[src/rtl/mac_controller.sv]
// mac_controller: sequences VEC_LEN operand pairs through a 3x3 multiplier into a saturating accumulator.
// Rev 1.0
`default_nettype none

module multiplier (
   input  logic [2:0] a_i,
   input  logic [2:0] b_i,
   output logic [5:0] p_o
);
   logic [5:0] w_pp0;
   logic [5:0] w_pp1;
   logic [5:0] w_pp2;

   assign w_pp0 = {3'b000, a_i}       & {6{b_i[0]}};
   assign w_pp1 = {2'b00, a_i, 1'b0}  & {6{b_i[1]}};
   assign w_pp2 = {1'b0, a_i, 2'b00}  & {6{b_i[2]}};
   assign p_o   = w_pp0 + w_pp1 + w_pp2;
endmodule

module mac_controller #(
   parameter int VEC_LEN = 4,
   parameter int ACC_W   = 8
) (
   input  logic             clk,
   input  logic             rst_n,
   input  logic             start,
   input  logic             abort,
   input  logic             in_valid,
   input  logic [2:0]       in_a,
   input  logic [2:0]       in_b,
   output logic             in_ready,
   output logic             res_valid,
   input  logic             res_ready,
   output logic [ACC_W-1:0] result,
   output logic             ovf,
   output logic             busy
);
   localparam int CNT_W = $clog2(VEC_LEN + 1);
   localparam logic [CNT_W-1:0] C_LAST_CNT = CNT_W'(VEC_LEN);

   typedef enum logic [1:0] {
      S_IDLE = 2'd0,
      S_RUN  = 2'd1,
      S_MUL  = 2'd2,
      S_DONE = 2'd3
   } state_t;

   state_t           state_q, state_d;
   logic [ACC_W-1:0] acc_q, acc_d;
   logic [CNT_W-1:0] count_q, count_d;
   logic [2:0]       op_a_q, op_a_d;
   logic [2:0]       op_b_q, op_b_d;
   logic             ovf_q, ovf_d;

   logic [5:0]       w_prod;
   logic [ACC_W:0]   w_sum;
   logic [CNT_W-1:0] w_count_inc;

   multiplier u_mult (
      .a_i (op_a_q),
      .b_i (op_b_q),
      .p_o (w_prod)
   );

   // One spare bit on the sum exposes overflow of the ACC_W-bit accumulator.
   assign w_sum       = {1'b0, acc_q} + {{(ACC_W - 5){1'b0}}, w_prod};
   assign w_count_inc = count_q + 1'b1;

   always_ff @(posedge clk) begin
      if (!rst_n) begin
         state_q <= S_IDLE;
         acc_q   <= '0;
         count_q <= '0;
         op_a_q  <= '0;
         op_b_q  <= '0;
         ovf_q   <= 1'b0;
      end else begin
         state_q <= state_d;
         acc_q   <= acc_d;
         count_q <= count_d;
         op_a_q  <= op_a_d;
         op_b_q  <= op_b_d;
         ovf_q   <= ovf_d;
      end
   end

   always_comb begin
      state_d   = state_q;
      acc_d     = acc_q;
      count_d   = count_q;
      op_a_d    = op_a_q;
      op_b_d    = op_b_q;
      ovf_d     = ovf_q;
      in_ready  = 1'b0;
      res_valid = 1'b0;
      busy      = 1'b1;

      case (state_q)
         S_IDLE: begin
            busy = 1'b0;
            if (!abort && start) begin
               acc_d   = '0;
               count_d = '0;
               ovf_d   = 1'b0;
               state_d = S_RUN;
            end
         end
         S_RUN: begin
            in_ready = 1'b1;
            if (abort) begin
               state_d = S_IDLE;
            end else if (in_valid) begin
               op_a_d  = in_a;
               op_b_d  = in_b;
               state_d = S_MUL;
            end
         end
         S_MUL: begin
            if (abort) begin
               state_d = S_IDLE;
            end else begin
               if (w_sum[ACC_W]) begin
                  acc_d = '1;
                  ovf_d = 1'b1;
               end else begin
                  acc_d = w_sum[ACC_W-1:0];
               end
               count_d = w_count_inc;
               state_d = (w_count_inc == C_LAST_CNT) ? S_DONE : S_RUN;
            end
         end
         S_DONE: begin
            res_valid = 1'b1;
            if (abort || res_ready) begin
               state_d = S_IDLE;
            end
         end
         default: begin
            state_d = S_IDLE;
         end
      endcase
   end

   assign result = acc_q;
   assign ovf    = ovf_q;
endmodule

`default_nettype wire
[config.mk]
export PLATFORM = sky130hd
export DESIGN_NAME = mac_controller
export DESIGN_NICKNAME = d
export VERILOG_FILES = /design/src/rtl/mac_controller.sv
export SDC_FILE = /design/constraint.sdc
export NUM_CORES = 1
export LEC_CHECK = 0
export ABC_AREA = 1
export BUFFER_PORTS_ARGS = -buffer_cell sky130_fd_sc_hd__buf_2
export CAP_MARGIN = 40
export CORE_MARGIN = 1
export CORE_UTILIZATION = 40
export CTS_BUF_LIST = sky130_fd_sc_hd__clkbuf_16
export CTS_CLUSTER_DIAMETER = 200
export DETAILED_ROUTE_END_ITERATION = 12
export PLACE_DENSITY = 0.71
export SETUP_SLACK_MARGIN = 0.15
export SLEW_MARGIN = 25
export SYNTH_ARGS = -nofsm -noshare
export SYNTH_HDL_FRONTEND = slang
export SYNTH_SLANG_ARGS = --single-unit
[constraint.sdc]
create_clock -name clk -period 4.5 [get_ports clk]
set_input_delay 0.45 -clock clk [delete_from_list [all_inputs] [get_ports clk]]
set_output_delay 0.45 -clock clk [all_outputs]
set_load 0.02 [all_outputs]
==> Flow_metrics.wiki, run 1 <==
{| class="wikitable"
! Metric !! Value
|-
| # placed instances || 271
|-
| Worst slew margin relative to its limit || between 70% and 80%
|-
| Fin crit share || about 66%
|-
| Floorplan row count || 21
|-
| Maximum achievable frequency || about 340 MHz
|-
| Element type at the critical path start || register
|-
| Detailed-route wire length || roughly 3.1 mm
|-
| Final hold violations || 0
|-
| Outcome || complete, no violations
|-
| Worst-Skew Late Latency || 0.26 ns
|-
| RePlAce Congestion || 0.858
|-
| Count of boundary I/O pins || 24
|-
| Number of buffers on the longest clock path || 2
|-
| Portion of synthesized cell area occupied by the leading cell type || around 29%
|-
| HP Class || primary input to register
|-
| Overall power consumption || 0.000469 W
|-
| Cell type with the largest total area after synthesis || sky130_fd_sc_hd__dfxtp_1
|-
| Clock input transition at the sequential cells of the worst setup and hold paths || ~0.060 ns
|-
| Distinct cells, synth || 25
|-
| Synthesized area per cell || 6.80 um2
|-
| Die boundary height || slightly above 60 um
|-
| Fraction of final layout cells sized beyond drive strength 1 || between 10% and 20%
|-
| Effective utilization at floorplan || 41.6%
|-
| Number of violations of the max-capacitance limit || 0
|-
| Maximum vdd ir drop || roughly 0.21 mV
|-
| Setup repair after global routing missed its margin || no
|-
| Minimum period implied by the final worst setup slack || approximately 3.0 ns
|-
| Critical path arrival || 3.08 ns
|-
| Max Slew Vio Count || 0
|-
| Cells taking the most area after synthesis || sky130_fd_sc_hd__dfxtp_1 (29%), sky130_fd_sc_hd__nand2_1 (14%), sky130_fd_sc_hd__ha_1 (12%), sky130_fd_sc_hd__inv_1 (7.8%), sky130_fd_sc_hd__nor2_1 (7.3%)
|-
| Crit end category || register
|-
| Utilization after layout || roughly half
|-
| Total vias in the final route || around 1300
|-
| Total power density per cell area || approximately 280 nW/um2
|-
| Core region area || roughly 3300 um2
|-
| Number of inserted filler cells in the final layout || ~350
|-
| # clock sinks || 20
|-
| Post-layout nets || between 200 and 300
|-
| Post-cts hold buffer count || 0
|-
| WL per Instance || roughly 11 um
|-
| CP Class || register to register
|-
| Residual DRC || 0
|-
| Req. time, crit path || 4.63 ns
|-
| Leading cell types by count after synthesis || sky130_fd_sc_hd__nand2_1 (52), sky130_fd_sc_hd__inv_1 (29), sky130_fd_sc_hd__nor2_1 (27)
|-
| CTS tree || done
|-
| Tightest hold margin || ~0.44 ns
|-
| PortBufs || 23
|-
| Pin count of the biggest net entering global routing || 13
|-
| Synthesis-stage register bit count || 20
|-
| Sequential-to-total area share from yosys stat || about 29%
|-
| Leakage Power || slightly above 0.9 nW
|-
| Post-DRT Antenna Nets || 0
|-
| Setup Buffers After CTS || 0
|-
| DR iter-0 viols || 50
|-
| Clock skew || ~0.0055 ns
|-
| Die area || around 3700 um2
|-
| Via density || roughly 5
|-
| GRT Total Usage || just under 20%
|-
| Synthesis-to-finish area growth || 18.9%
|-
| Die span in x || between 60 and 70 um
|-
| Post-route setup TNS || 0 ns
|-
| Antenna violations before repair || 0
|-
| Mapped cell area || between 1000 and 1500 um2
|-
| Grt total ovfl || 0
|-
| Global-route wire length before repair || 5.27 mm
|-
| Number of global-route vias before repair || around 1200
|-
| Clock root buffer || sky130_fd_sc_hd__clkbuf_16
|-
| Least-Margin Pin Slew || 0.417 ns
|-
| DR pass1 iterations || 4
|-
| Setup-violating endpoint count in the final report || 0
|-
| Total number of H-tree levels || 1
|-
| Total of cells resized after clock tree synthesis || 0
|-
| Nets in the synthesized netlist || between 200 and 250
|-
| Async S/R FF share, synth || 0%
|-
| Count of non-filler cells in the finished layout || approximately 280
|-
| Sum of net half-perimeters after detailed placement || approximately 2.4 mm
|-
| Cell with the most instances after synthesis || sky130_fd_sc_hd__nand2_1
|-
| Maximum fanout along the worst path || 5
|-
| Most used flip-flop cell after synthesis || sky130_fd_sc_hd__dfxtp_1
|-
| Syn Inst Count || about 200
|-
| Synth warn || 0
|-
| TritonCTS buffer count || 3
|-
| Total inserted antenna cells || 0
|-
| Post-synth EDFFs || 0
|}
==> cell families after synthesis <==
group	after synthesis	synth area share, %
compound gates	30	11.8
xor+xnor	2	1.26
fa+ha+maj	16	16.1
buf+inv	35	10.2
flops	20	28.9
simple gates	101	31.8
==> stage by stage <==
stage	area, um2	setup slack [ns]
3_5_place_dp	1550	1.58
6_report	1650	1.55
2_1_floorplan	1390	1.84
4_1_cts	1650	1.57
3_3_place_gp	1550	1.67
5_1_grt	1650	1.40
==> metal layers <==
layer | track usage, % | part of all wire, %
met5 | 0 | 0
met4 | 5.52 | 1.8
met3 | 4.05 | 4.6
met2 | 32.0 | 47
met1 | 25.5 | 46
==> state kept, by name, indices dropped and copies added (netlist names) <==
register  flops
result        8
count_q       3
op_a_q        3
op_b_q        3
state_q       2
ovf           1
==> cell usage in the layout, fill, tap and decap left out <==
master / Yosys / routed
sky130_fd_sc_hd__a21oi_1: 13 / 13
sky130_fd_sc_hd__a21oi_2: 1 / 1
sky130_fd_sc_hd__a31oi_1: 2 / 2
sky130_fd_sc_hd__buf_2: 0 / 23
sky130_fd_sc_hd__bufinv_16: 0 / 1
sky130_fd_sc_hd__clkbuf_16: 0 / 3
sky130_fd_sc_hd__dfxtp_1: 20 / 20
sky130_fd_sc_hd__fa_1: 3 / 3
sky130_fd_sc_hd__ha_1: 13 / 13
sky130_fd_sc_hd__inv_1: 29 / 29
sky130_fd_sc_hd__inv_2: 3 / 3
sky130_fd_sc_hd__inv_4: 1 / 1
sky130_fd_sc_hd__nand2_1: 52 / 52
sky130_fd_sc_hd__nand2_2: 1 / 1
sky130_fd_sc_hd__nand2_4: 1 / 1
sky130_fd_sc_hd__nand3_1: 12 / 12
sky130_fd_sc_hd__nand3_2: 2 / 2
sky130_fd_sc_hd__nand3b_1: 1 / 1
sky130_fd_sc_hd__nand4_1: 3 / 3
sky130_fd_sc_hd__nor2_1: 27 / 27
sky130_fd_sc_hd__nor2_4: 1 / 1
sky130_fd_sc_hd__nor3_2: 1 / 1
sky130_fd_sc_hd__o211a_1: 1 / 1
sky130_fd_sc_hd__o21a_1: 1 / 1
sky130_fd_sc_hd__o21ai_0: 12 / 12
sky130_fd_sc_hd__xor2_1: 2 / 2
==> cell type report <==
class                      instances  area (um2)  share of cell area, %
clock buffer                       3        75.1                   4.55
clock inverter                     1        30.0                   1.82
inverter                          33         126                   7.66
multi-input combinational        149         846                   51.3
sequential                        20         400                   24.3
tap                               46        57.6                   3.49
timing repair buffer              23         115                   6.97
==> path summary, 6_finish.rpt <==
path,start,end,slack [ns],cells after the start
worst max register to register,op_b_q[2],result[1],1.55,12
worst min register to register,count_q[1],count_q[1],0.47,2
worst min-delay path,in_a[2],op_a_q[2],0.44,3
worst max-delay path,op_b_q[2],result[1],1.55,12
==> report_power, final <==
part           total (W)  switching, W  leakage, nW  internal, W
Clock           0.000253     0.0000761       0.0511     0.000177
Sequential      0.000185    0.00000362        0.162     0.000181
Combinational  0.0000318     0.0000201        0.719    0.0000117
==> critical path, stage by stage, from the launching register on <==
cell	delay, ns
sky130_fd_sc_hd__dfxtp_1	0.37
sky130_fd_sc_hd__nand2_1	0.10
sky130_fd_sc_hd__fa_1	0.54
sky130_fd_sc_hd__inv_1	0.04
sky130_fd_sc_hd__ha_1	0.21
sky130_fd_sc_hd__fa_1	0.45
sky130_fd_sc_hd__ha_1	0.35
sky130_fd_sc_hd__nand3_1	0.13
sky130_fd_sc_hd__nand3_2	0.09
sky130_fd_sc_hd__nand2_1	0.10
sky130_fd_sc_hd__nand2_1	0.13
sky130_fd_sc_hd__o21ai_0	0.22
sky130_fd_sc_hd__a21oi_1	0.09
No activity file was read; power rests on OpenSTA's default activity.
==> run 2, diff against run 1 <==
==> constraint.sdc (replaced) <==
create_clock -name clk -period 2.8 [get_ports clk]
set_input_delay 0.28 -clock clk [delete_from_list [all_inputs] [get_ports clk]]
set_output_delay 0.28 -clock clk [all_outputs]
set_load 0.02 [all_outputs]
==> run 2 against run 1 <==
- non-clock buffer count grew 9
- die area stayed put
- utilization is 6.6 points higher
- sequential share of layout area fell by 2.5 points
- critical endpoint is now result[4]
==> Flow_metrics.wiki, run 2 (synthesized netlist as in run 1, its figures left out) <==
{| class="wikitable"
! Metric !! Value
|-
| Synthesis-to-finish area growth || 34.9%
|-
| Sum of net half-perimeters after detailed placement || 2.53 mm
|-
| # clock sinks || 20
|-
| PortBufs || 23
|-
| Worst setup margin || between 0.09 and 0.1 ns
|-
| Die boundary height || between 60 and 70 um
|-
| Outcome || complete, no violations
|-
| Post-Layout Inst Area || approximately 1900 um2
|-
| Number of buffers on the longest clock path || 2
|-
| Total power density per cell area || 399 nW/um2
|-
| Clock skew || 0.00332 ns
|-
| RePlAce Congestion || between 0.8 and 0.9
|-
| Minimum period implied by the final worst setup slack || 2.71 ns
|-
| Placement Cell Area || between 1500 and 2000 um2
|-
| Tightest hold margin || roughly 0.29 ns
|-
| Clock input transition at the sequential cells of the worst setup and hold paths || ~0.060 ns
|-
| Clock root buffer || sky130_fd_sc_hd__clkbuf_16
|-
| Flip-flop count of the largest register after layout || 8
|-
| Critical path arrival || about 2.9 ns
|-
| Count of boundary I/O pins || 24
|-
| Post-layout nets || 267
|-
| Crit end category || register
|-
| Post-cts hold buffer count || 0
|-
| Die span in x || roughly 60 um
|-
| Via density || between 4 and 5
|-
| Number of violations of the max-capacitance limit || 0
|-
| Maximum vdd ir drop || between 0.2 and 0.25 mV
|-
| Fraction of final layout cells sized beyond drive strength 1 || between 30% and 40%
|-
| Max Slew Vio Count || 0
|-
| Die area || about 3700 um2
|-
| Antenna violations before repair || 0
|-
| TritonCTS buffer count || 3
|-
| Maximum fanout along the worst path || 5
|-
| Most frequent cells in the layout || sky130_fd_sc_hd__nand2_1 (42), sky130_fd_sc_hd__inv_1 (28), sky130_fd_sc_hd__nor2_1 (24), sky130_fd_sc_hd__buf_2 (23), sky130_fd_sc_hd__dfxtp_1 (15)
|-
| Setup-violating endpoint count in the final report || 0
|-
| Critical Path Max Stage Delay || 0.57 ns
|-
| Req. time, crit path || roughly 3.0 ns
|-
| Worst-Skew Late Latency || about 0.25 ns
|-
| Total vias in the final route || ~1400
|-
| Worst slew margin relative to its limit || a little under three quarters
|-
| Effective utilization at floorplan || about 42%
|-
| GRT Total Usage || 20.1%
|-
| DR pass1 iterations || 4
|-
| Residual DRC || 0
|-
| CP Class || register to register
|-
| WL per Instance || 12.5 um
|-
| Leakage Power || between 1 and 1.5 nW
|-
| Number of inserted filler cells in the final layout || around 330
|-
| Least-Margin Pin Slew || roughly 0.43 ns
|-
| Element type at the critical path start || register
|-
| Global-route wire length before repair || approximately 5.5 mm
|-
| CTS tree || done
|-
| Post-DRT Antenna Nets || 0
|-
| Leading cell type in the layout, fill and taps excluded || sky130_fd_sc_hd__nand2_1
|-
| Floorplan row count || 21
|-
| Final hold violations || 0
|-
| Cells traversed along the worst timing path || nand2_2 > fa_1 > inv_2 > ha_4 > fa_2 > xor2_2 > ha_4 > nand2_4 > nor2_4 > nand2_4 > nand2_4 > nand2_2 > a31oi_1
|-
| Fin crit share || a little over nine tenths
|-
| Total number of H-tree levels || 1
|-
| Maximum achievable frequency || around 370 MHz
|-
| Worst Setup Slack post-DPL || -0.103 ns
|-
| Slowest stage cell on the critical path || sky130_fd_sc_hd__fa_1
|-
| DR iter-0 viols || 75
|-
| Number of global-route vias before repair || approximately 1300
|-
| HP Class || primary input to register
|-
| Detailed-route wire length || between 3 and 4 mm
|-
| Pin count of the biggest net entering global routing || 13
|-
| Cell mode on critical path || sky130_fd_sc_hd__nand2_4
|-
| Core region area || 3340 um2
|-
| Total inserted antenna cells || 0
|-
| Grt total ovfl || 0
|-
| Setup repair after global routing missed its margin || yes
|}
run 2: cell types whose count changed in the layout (fill, tap and decap cells not counted), moves of 4 or more:
cell | before | now
sky130_fd_sc_hd__buf_4 | 0 | 9
sky130_fd_sc_hd__nand2_4 | 1 | 5
sky130_fd_sc_hd__nand2_2 | 1 | 7
sky130_fd_sc_hd__dfxtp_2 | 0 | 5
sky130_fd_sc_hd__dfxtp_1 | 20 | 15
sky130_fd_sc_hd__nand2_1 | 52 | 42
run 2: metrics by stage:
stage / cells / util [%] / setup TNS [ns] / total power, W
final: 284 / 56.1 / 0 / 0.000747
after global routing: 284 / 56.1 / -0.128 / 0.000777
after CTS: 284 / 53.2 / 0 / 0.000751
after detailed placement: 278 / 47.9 / -0.410 / 0.000358
after global placement: 278 / 47.9 / -0.00510 / 0.000357
after floorplan: 204 / - / 0 / 0.000334
run 2: path summary, 6_finish.rpt:
check,slack [ns],from,end,cells after the start
setup / recovery,0.09,op_b_q[2],result[4],13
hold / removal,0.29,in_a[1],op_a_q[1],3
setup reg to reg,0.09,op_b_q[2],result[4],13
hold reg to reg,0.47,ovf,ovf,2
run 2: area by class of cell:
cell class                 instances  area, um2  area share (%)
multi-input combinational        149        993            53.1
sequential                        20        407            21.7
timing repair buffer              32        183            9.76
inverter                          33        126            6.75
clock buffer                       3       75.1            4.01
tap                               46       57.6            3.07
clock inverter                     1       30.0            1.60
run 2: routing by layer:
| metal | wire [um] | global-route usage [%] |
|---|---|---|
| met5 | 0 | 0 |
| met3 | 135 | 2.99 |
| met4 | 55 | 7.79 |
| met1 | 1530 | 25.7 |
| met2 | 1840 | 33.9 |
run 2: worst max-delay path: cells and delay by family (launching register included):
family	cells	cell delay, ns
adder cells (fa/ha/maj)	4	1.41
AND/OR/NAND/NOR	6	0.49
flip-flops	1	0.34
AO/OA/AOI/OAI	1	0.18
XOR/XNOR	1	0.17
buffers and inverters	1	0.05
run 2: timing repair:
item	CTS	global route
setup buffers	2	0
setup endpoints to repair	9	9
gates resized for setup	21	21
pin swaps	6	15
endpoints found under the hold margin	0	0
run 2: power breakdown:
part | internal [W] | leakage [nW] | switching (W) | total (W)
Clock | 0.000284 | 0.0511 | 0.000110 | 0.000394
Sequential | 0.000291 | 0.164 | 0.00000464 | 0.000296
Combinational | 0.0000222 | 0.813 | 0.0000352 | 0.0000575
